===== src/rtl/dmem_pkg.sv =====
// rtl/dmem_pkg.sv - shared types and helpers for the byte-enabled data memory
package dmem_pkg;

    typedef enum logic [1:0] {
        SZ_B = 2'b00,
        SZ_H = 2'b01,
        SZ_W = 2'b10,
        SZ_D = 2'b11
    } size_t;

    typedef enum logic {
        CLEAR = 1'b0,
        IDLE  = 1'b1
    } state_t;

    function automatic logic [3:0] size_bytes(size_t s);
        logic [3:0] n;
        case (s)
            SZ_B:    n = 4'd1;
            SZ_H:    n = 4'd2;
            SZ_W:    n = 4'd4;
            default: n = 4'd8;
        endcase
        return n;
    endfunction

endpackage


===== src/rtl/dmem_lane_fmt.sv =====
// rtl/dmem_lane_fmt.sv - byte-enable, store replication, load extraction and alignment check
module dmem_lane_fmt
    import dmem_pkg::*;
#(
    parameter  int DATA_W = 32,
    localparam int NB     = DATA_W / 8,
    localparam int OFS_W  = $clog2(NB)
) (
    input  size_t             size,
    input  logic [OFS_W-1:0]  offset,
    input  logic              unsigned_ld,
    input  logic [DATA_W-1:0] wdata,
    input  logic [DATA_W-1:0] rword,
    output logic [NB-1:0]     be,
    output logic [DATA_W-1:0] wword,
    output logic [DATA_W-1:0] ldata,
    output logic              misalign
);

    logic [3:0]        nbytes;
    logic [3:0]        ofs_ext;
    logic [DATA_W-1:0] shifted;
    logic [DATA_W-1:0] keep;
    logic              fill;

    always_comb begin
        nbytes  = size_bytes(size);
        ofs_ext = 4'(offset);
        // a double access cannot exist in a 32-bit word
        misalign = (|(ofs_ext & (nbytes - 4'd1))) || ((size == SZ_D) && (DATA_W < 64));

        be = '0;
        for (int b = 0; b < NB; b++) begin
            be[b] = !misalign && (4'(b) >= ofs_ext) && (4'(b) < (ofs_ext + nbytes));
        end

        case (size)
            SZ_B:    wword = {NB{wdata[7:0]}};
            SZ_H:    wword = {(NB / 2){wdata[15:0]}};
            SZ_W:    wword = {(NB / 4){wdata[31:0]}};
            default: wword = wdata;
        endcase

        shifted = rword >> {offset, 3'b000};
        keep    = '0;
        for (int i = 0; i < DATA_W; i++) begin
            keep[i] = (i < 8 * int'(nbytes));
        end
        case (size)
            SZ_B:    fill = !unsigned_ld && shifted[7];
            SZ_H:    fill = !unsigned_ld && shifted[15];
            SZ_W:    fill = !unsigned_ld && shifted[31];
            default: fill = !unsigned_ld && shifted[DATA_W-1];
        endcase
        ldata = (shifted & keep) | (~keep & {DATA_W{fill}});
    end

endmodule


===== src/rtl/data_mem_be.sv =====
// rtl/data_mem_be.sv - byte-addressable data memory with registered loads and self-clear
module data_mem_be
    import dmem_pkg::*;
#(
    parameter  int DATA_W = 32,
    parameter  int DEPTH  = 128,
    localparam int NB     = DATA_W / 8,
    localparam int OFS_W  = $clog2(NB),
    localparam int IDX_W  = $clog2(DEPTH),
    localparam int ADDR_W = IDX_W + OFS_W
) (
    input  logic              clk,
    input  logic              reset,
    input  logic              req,
    input  logic              we,
    input  logic [1:0]        size,
    input  logic              unsigned_ld,
    input  logic [ADDR_W-1:0] addr,
    input  logic [DATA_W-1:0] wdata,
    output logic              ready,
    output logic              rvalid,
    output logic [DATA_W-1:0] rdata,
    output logic              err
);

    logic [DATA_W-1:0] mem [DEPTH];

    state_t            state_q, state_d;
    logic [IDX_W-1:0]  clear_ptr;
    logic [IDX_W-1:0]  idx;
    logic [OFS_W-1:0]  offset;
    logic [DATA_W-1:0] rword;
    logic [NB-1:0]     be;
    logic [DATA_W-1:0] wword;
    logic [DATA_W-1:0] ldata;
    logic              misalign;
    logic              fire;

    assign idx    = addr[ADDR_W-1:OFS_W];
    assign offset = addr[OFS_W-1:0];
    assign rword  = mem[idx];
    assign ready  = (state_q == IDLE);
    assign fire   = req && ready;

    dmem_lane_fmt #(.DATA_W(DATA_W)) u_fmt (
        .size        (size_t'(size)),
        .offset      (offset),
        .unsigned_ld (unsigned_ld),
        .wdata       (wdata),
        .rword       (rword),
        .be          (be),
        .wword       (wword),
        .ldata       (ldata),
        .misalign    (misalign)
    );

    always_ff @(posedge clk) begin
        if (reset) begin
            state_q <= CLEAR;
        end else begin
            state_q <= state_d;
        end
    end

    always_comb begin
        state_d = state_q;
        case (state_q)
            CLEAR:   if (clear_ptr == IDX_W'(DEPTH - 1)) state_d = IDLE;
            default: state_d = IDLE;
        endcase
    end

    always_ff @(posedge clk) begin
        if (reset) begin
            clear_ptr <= '0;
        end else if (state_q == CLEAR) begin
            clear_ptr <= clear_ptr + 1'b1;
        end
    end

    // be is already all-zero for a misaligned request, so it cannot write
    always_ff @(posedge clk) begin
        if (!reset) begin
            if (state_q == CLEAR) begin
                mem[clear_ptr] <= '0;
            end else if (fire && we) begin
                for (int b = 0; b < NB; b++) begin
                    if (be[b]) mem[idx][8*b +: 8] <= wword[8*b +: 8];
                end
            end
        end
    end

    always_ff @(posedge clk) begin
        if (reset) begin
            rvalid <= 1'b0;
            err    <= 1'b0;
            rdata  <= '0;
        end else begin
            rvalid <= fire && !we && !misalign;
            err    <= fire && misalign;
            if (fire && !we && !misalign) rdata <= ldata;
        end
    end

endmodule


===== config.mk =====
export PLATFORM = sky130hd
export DESIGN_NAME = data_mem_be
export DESIGN_NICKNAME = d
export VERILOG_FILES = /design/src/rtl/dmem_pkg.sv /design/src/rtl/dmem_lane_fmt.sv /design/src/rtl/data_mem_be.sv
export SDC_FILE = /design/constraint.sdc
export NUM_CORES = 2
export LEC_CHECK = 0
export BUFFER_PORTS_ARGS = -buffer_cell sky130_fd_sc_hd__buf_2
export CORE_MARGIN = 2
export CORE_UTILIZATION = 58
export DETAILED_ROUTE_END_ITERATION = 16
export HOLD_SLACK_MARGIN = 0.05
export PLACE_DENSITY = 0.77
export SYNTH_ARGS = -nofsm -noshare
export SYNTH_HDL_FRONTEND = slang
export SYNTH_SLANG_ARGS = --single-unit

===== constraint.sdc =====
create_clock -name clk -period 19.3 [get_ports clk]
set_input_delay 0 -clock clk [delete_from_list [all_inputs] [get_ports clk]]
set_output_delay 0 -clock clk [all_outputs]
set_load 0.005 [all_outputs]

==> After elaboration in Yosys (flattened, before gate mapping) <==
Memories as Yosys holds them, arrays and structs flattened.
Cells that the tools add are included.
{ "op_classes": {"magnitude_cmp": 39, "mux": 31, "add_sub_neg": 3, "n_eq_ne": 4, "n_reduce_logical": 22, "shifts": 1, "bitwise_logic": 5} }
{ "ops": {"columns": ["op", "count"], "rows": [
  ["$lt A5 B7 Y1 const A", 16],
  ["$and A32 B32 Y32", 2],
  ["$pmux W32 S2", 1],
  ["$lt A4 B7 Y1 const A", 8],
  ["$mux W32", 1],
  ["$not A32 Y32", 1],
  ["$or A32 B32 Y32", 1],
  ["$reduce_or A32 Y1", 1],
  ["$shr A32 B5 Y32", 1],
  ["$lt A3 B7 Y1 const A", 4],
  ["$mux W1", 25],
  ["$logic_and A1 B1 Y1", 15],
  ["$lt A1 B7 Y1 const A", 2],
  ["$lt A2 B7 Y1 const A", 2],
  ["$pmux W4 S3", 1],
  ["$lt A1 B4 Y1 const A", 2],
  ["$lt A2 B4 Y1 const A", 2],
  ["$add A7 B1 Y7 const B", 1],
  ["$eq A7 B7 Y1 const B", 1],
  ["$mux W7", 1],
  ["$add A2 B4 Y4", 1],
  ["$and A2 B4 Y4", 1],
  ["$eq A2 B2 Y1 const B", 2],
  ["$ge A1 B2 Y1 const A", 2],
  ["9 further kinds", 11]
]} }
{ "word_totals": {"ramBits": 4096, "output_inout_bits": 35, "ff_bits": 42, "input_bits": 48, "memories": 1, "elab_cells": 111} }
{ "mem_list": {"columns": ["name", "depth", "word_bits", "rd", "rd_ports_with_merged_regs", "write_ports", "line_no", "text"], "rows": [
  ["mem", 128, 32, 1, 0, 1, "data_mem_be.sv:26", "logic [DATA_W-1:0] mem [DEPTH];"]
]} }

==> Logic depth before layout (Yosys ltp) <==
{ "logic_depth": {"ltp_word": 16, "mapped_depth": 16, "ltp_nobuf": 12} }

==> By module <==
A second synthesis with hierarchy kept.
{ "hier_totals": {"hier_cells": 6928, "area_unflattened_um2": 161169.6} }
{ "modules_own_cells": {"columns": ["module", "seq_area_each_um2", "cells_per_inst", "instances", "area_per_inst_um2"], "rows": [
  ["data_mem_be", 123838.8, 6739, 1, 159724.4],
  ["dmem_lane_fmt", 0.0, 189, 1, 1445.1]
]} }

==> Least setup slack after synthesis <==
Ideal clock, no wire load.
{ "synth_path": {"path_type": "input to register", "start": "input size[0]", "end": "memory mem[0][12], data pin", "setup_ns": 0.890, "arrival_ns": 5.535, "setup_slack_ns": 12.875, "path_stages": 11, "cell_sequence": "clkbuf_1 > buf_1 > nand2_1 > fa_1 > o22ai_1 > nand2_1 > nand2_1 > nand2_1 > clkbuf_1 > buf_1 > a21oi_1"} }
{ "synth_between": {"elab_chain_len": 16, "word_cells_on_any_way": 45} }
{ "synth_lines": {"columns": ["item", "line_no", "text"], "rows": [
  ["from (decl)", "data_mem_be.sv:16", "input logic [1:0] size,"],
  ["$eq A2 B2 Y1, or another cell as far along", "dmem_pkg.sv:18", "case (s)"],
  ["$pmux W4 S3", "dmem_pkg.sv:18", null],
  ["$sub A4 B1 Y4", "dmem_lane_fmt.sv:30", "misalign = (|(ofs_ext & (nbytes - 4'd1))) || ((size == SZ_D) && (DATA_W < 64));"],
  ["$and A2 B4 Y4", "dmem_lane_fmt.sv:30", null],
  ["$reduce_or A4 Y1", "dmem_lane_fmt.sv:30", null],
  ["$logic_or A1 B1 Y1", "dmem_lane_fmt.sv:30", null],
  ["$logic_not A1 Y1", "dmem_lane_fmt.sv:34", "be[b] = !misalign && (4'(b) >= ofs_ext) && (4'(b) < (ofs_ext + nbytes));"],
  ["$logic_and A1 B1 Y1 (2 in series)", "dmem_lane_fmt.sv:34", null],
  ["$mux W1", "data_mem_be.sv:88", "if (be[b]) mem[idx][8*b +: 8] <= wword[8*b +: 8];"],
  ["$mux W1", "data_mem_be.sv:86", "end else if (fire && we) begin"],
  ["$mux W1", "data_mem_be.sv:84", "if (state_q == CLEAR) begin"],
  ["$mux W1", "data_mem_be.sv:83", "if (!reset) begin"],
  ["$mux W1 (implied by the code)", "data_mem_be.sv:88", null],
  ["$reduce_or A32 Y1 (no line)", null, null],
  ["$mux W32 (no line) (*)", null, null],
  ["to (decl)", "data_mem_be.sv:26", null]
]} }
Mark *: on every way between the ends. The rest lies on a longest branch, timed or not.

==> Final worst setup path <==
{ "layout_path": {"start": "input addr[2]", "end": "register rdata[7]"} }
{ "layout_between": {"elab_chain_len": 6, "word_cells_on_any_way": 9} }
{ "layout_lines": {"columns": ["item", "line_no", "text"], "rows": [
  ["from (decl)", "data_mem_be.sv:18", "input logic [ADDR_W-1:0] addr,"],
  ["$mem_v2 Z128 W32 (*)", null, null],
  ["$shr A32 B5 Y32 (*)", "dmem_lane_fmt.sv:44", "shifted = rword >> {offset, 3'b000};"],
  ["$logic_and A1 B1 Y1 (on tied branches)", null, null],
  ["$pmux W1 S2", "dmem_lane_fmt.sv:49", "case (size)"],
  ["$and A32 B32 Y32", "dmem_lane_fmt.sv:55", "ldata = (shifted & keep) | (~keep & {DATA_W{fill}});"],
  ["$or A32 B32 Y32 (*)", "dmem_lane_fmt.sv:55", null],
  ["to (signal assigned)", "data_mem_be.sv:102", "if (fire && !we && !misalign) rdata <= ldata;"],
  ["to (decl)", "data_mem_be.sv:22", "output logic [DATA_W-1:0] rdata,"]
]} }
Marked as above.
A chain may end at the register's enable or synchronous reset.

==> impl_results.md <==
* Outcome: completed
* Mean Syn Cell Area at 20.5 um2
* Critical Path RT at 20.09 ns
* Post-synth EDFFs at 4096
* Xor-xnor portion of the synthesized cell area at 0.000323
* Die ar. at 0.285 mm2
* Mapped Area at 0.163 mm2
* Final setup margin at 13.33 ns
* Placed cell areas at 0.166 mm2
* Pre-CTS setup slack at 13.13 ns
* Crit Path Class: in2reg
* Yosys cell types at 82
* Post-Syn Nets at 7979
* Clock Pin Slew Worst Setup and Hold Paths at 0.06 ns
* Worst Setup Start Kind: input pin
* LEAKAGE at 65.0 nW
* Sequential fraction of the synthesis area at 0.762
* Max-slew violation count at 0
* GP Congestion at 0.951
* Synth area leaders: edfxtp_1 (76%), mux4_2 (13%), nor2_1 (1.8%), mux2i_1 (1.6%), nand2_1 (0.91%)
* Row cnt at 194
* Initial Util at 0.582
* Register bit count reported by yosys at 4138
* Synth Area in Adders at 0.000354
* I/O Pins at 83
* YS warnings at 0
* Insertion delay to the later sink of the worst-skew pair at 0.92 ns
* Simple-Gate Fraction of Synth Area at 0.0347
* CP Data Arrival Time at 6.76 ns
* Final setup violation count at 0
* Vias after detailed routing at 84317
* Clock sink count at 4138
* WL/cell at 35.3 um
* Synth cell count leaders: edfxtp_1 (4096), mux4_2 (962), nor2_1 (781), nand2_1 (394), mux2i_1 (263)
* Fin. Hold Viols at 0
* Die height at 533 um
* IO Port Bufs at 82
* Overall overflow remaining after global route at 0
* Number of global-route vias before repair at 83956
* Async SR Flop Fraction at 0
* Clock root buffer: clkbuf_16
* CTS Buffer Depth at 4
* Post-route DRC at 0
* Area leader, netlist: edfxtp_1
* Largest family of logic cells by synthesized area: multiplexers
* CP Capture Type: flip-flop
* Iter 0 DRT Violations at 13553
* Period utilization at 0.309
* Worst-Margin Slew at 1.39 ns
* Count leader, synth: edfxtp_1
* R2R Setup Slk at 14.71 ns
* First-pass GRT wire length at 614000 um
* Crit-path max FO at 100
* # nets final at 8149
* Core ar. at 0.279 mm2
* FMAX at 0.167 GHz
* Peak VDD IR at 82.2 uV
* Post-synth top area share at 0.757
* Post-CTS setup buffers at 0
* Share of layout cells above drive strength 1 at 0.225
* Headroom to the max-slew limit at 0.0669
* Cts bufs inserted at 389
* Worst Hold Class: in2reg
* Pwr per Cell Area at 100 mW/mm2
* CTS tree: done
* Synthesized instance count at 7927
* Max Cap Violations at 0
* RSZ-0062 raised after global routing: no
* Post-synthesis mux area share at 0.158
* Sum Neg Setup Slack at 0 ns
* DR vias/cell at 6.94
* Post-DRT Antenna Nets at 0
* Area Growth Syn to Fin at 10.4%
* Final Routed Wirelength at 429000 um
* Largest net degree at the start of global routing at 130
* Htree depth at 5
* DP HPWL at 247000 um
* GRT Resource Usage Total at 0.301
* Drt pass-1 iters at 6
* Post-route cell area at 0.180 mm2
* Clock skew at 0.0623 ns
* Tmin final at 5.97 ns
* Top_reg_cell synth: edfxtp_1
* DIE WIDTH at 533 um
* Initial antenna violation count at 31
* Synth Area in Compound Gates at 0.0252
==> layer usage <==
metal	up-vias	GRT usage	routed length [um]
met5	-	0	176
li1	32963	-	-
met1	43546	0.406	148000
met4	26	0.159	27800
met3	1262	0.0729	52800
met2	6520	0.461	201000
==> critical path, stage by stage <==
cell and delay [ns]:
buf_12 0.48, buf_4 0.77, buf_4 0.78, buf_4 0.80, mux4_2 0.60, nand2_1 0.15
nand3_1 0.10, a32oi_1 0.68, a32oi_1 0.35, o21ai_2 0.23, o211ai_1 0.12, dlygate4sd3_1 0.60
and3_1 0.19, dlygate4sd3_1 0.54
==> report_power, final <==
group | switching [W] | internal, W
registers | 0.00000455 | 0.00973
logic | 0.000437 | 0.000188
clock network | 0.00335 | 0.00431
==> cell families after synthesis <==
| logic type | Yosys count |
|---|---|
| and+or+nand+nor | 1373 |
| DFF | 4138 |
| adders and majority gates | 4 |
| AOI/OAI and AO/OA | 577 |
| xor gates and xnor gates | 6 |
| buffers and inverters | 525 |
| muxes | 1304 |
==> path summary, 6_finish.rpt <==
path	start	to	cells after the start
setup reg to reg	mem[59][15]	rdata[7]	10
hold reg to reg	rdata[31]	rdata[31]	2
hold / removal	size[0]	rdata[0]	6
setup / recovery	addr[2]	rdata[7]	14
==> repair_timing <==
item,4_1_cts,5_1_grt
gates resized for setup,0,0
endpoints found under the setup margin,0,0
hold endpoints to repair,1013,0
hold buffers,52,0
==> flip-flops by register name (all words and copies together) (netlist names) <==
register / count
err: 1
clear_ptr: 7
rvalid: 1
rdata: 32
mem: 4096
ready: 1
==> cell type report <==
| cell class | instances | area (um2) |
|---|---|---|
| flip-flops and latches | 4138 | 124000 |
| clock inverters | 236 | 2430 |
| fillers | 17470 | 99600 |
| well taps | 3724 | 4660 |
| inverters | 14 | 62.6 |
| clock buffers | 462 | 10100 |
| repair buffers | 290 | 2240 |
| diodes | 30 | 75.1 |
| multi-input cells | 3264 | 36200 |
==> per-stage QoR <==
stage | hold WS [ns] | total power, W | util | cells
floorplan | 0.171 | 0.0103 | - | 7927
global placement | 0.384 | 0.0105 | 0.596 | 11378
detailed placement | 0.383 | 0.0105 | 0.596 | 11378
CTS | 0.117 | 0.0180 | 0.643 | 12128
global route | 0.163 | 0.0183 | 0.643 | 12136
finish | 0.193 | 0.0180 | 0.643 | 12158
==> layout by cell type (no fill, tap or decap), drive strengths merged, types with 13 or more instances in the layout <==
| cell | netlist | final |
|---|---|---|
| a2111oi | 29 | 29 |
| a211oi | 39 | 39 |
| a21oi | 68 | 68 |
| a22oi | 46 | 46 |
| a31oi | 85 | 85 |
| a32oi | 36 | 36 |
| and2 | 20 | 20 |
| buf | 287 | 237 |
| bufinv | 0 | 43 |
| clkbuf | 221 | 463 |
| clkinv | 3 | 158 |
| clkinvlp | 0 | 28 |
| dfxtp | 42 | 42 |
| diode | 0 | 30 |
| dlygate4sd3 | 0 | 52 |
| edfxtp | 4096 | 4096 |
| inv | 11 | 21 |
| mux2 | 42 | 42 |
| mux2i | 263 | 263 |
| mux4 | 999 | 999 |
| nand2 | 394 | 394 |
| nand3 | 32 | 32 |
| nand4 | 13 | 13 |
| nor2 | 781 | 781 |
| nor2b | 25 | 25 |
| nor3 | 15 | 15 |
| o2111ai | 14 | 14 |
| o21ai | 91 | 91 |
| o221ai | 50 | 50 |
| o22ai | 64 | 64 |
| or3 | 59 | 59 |
Power figures use the tool's default switching activity.
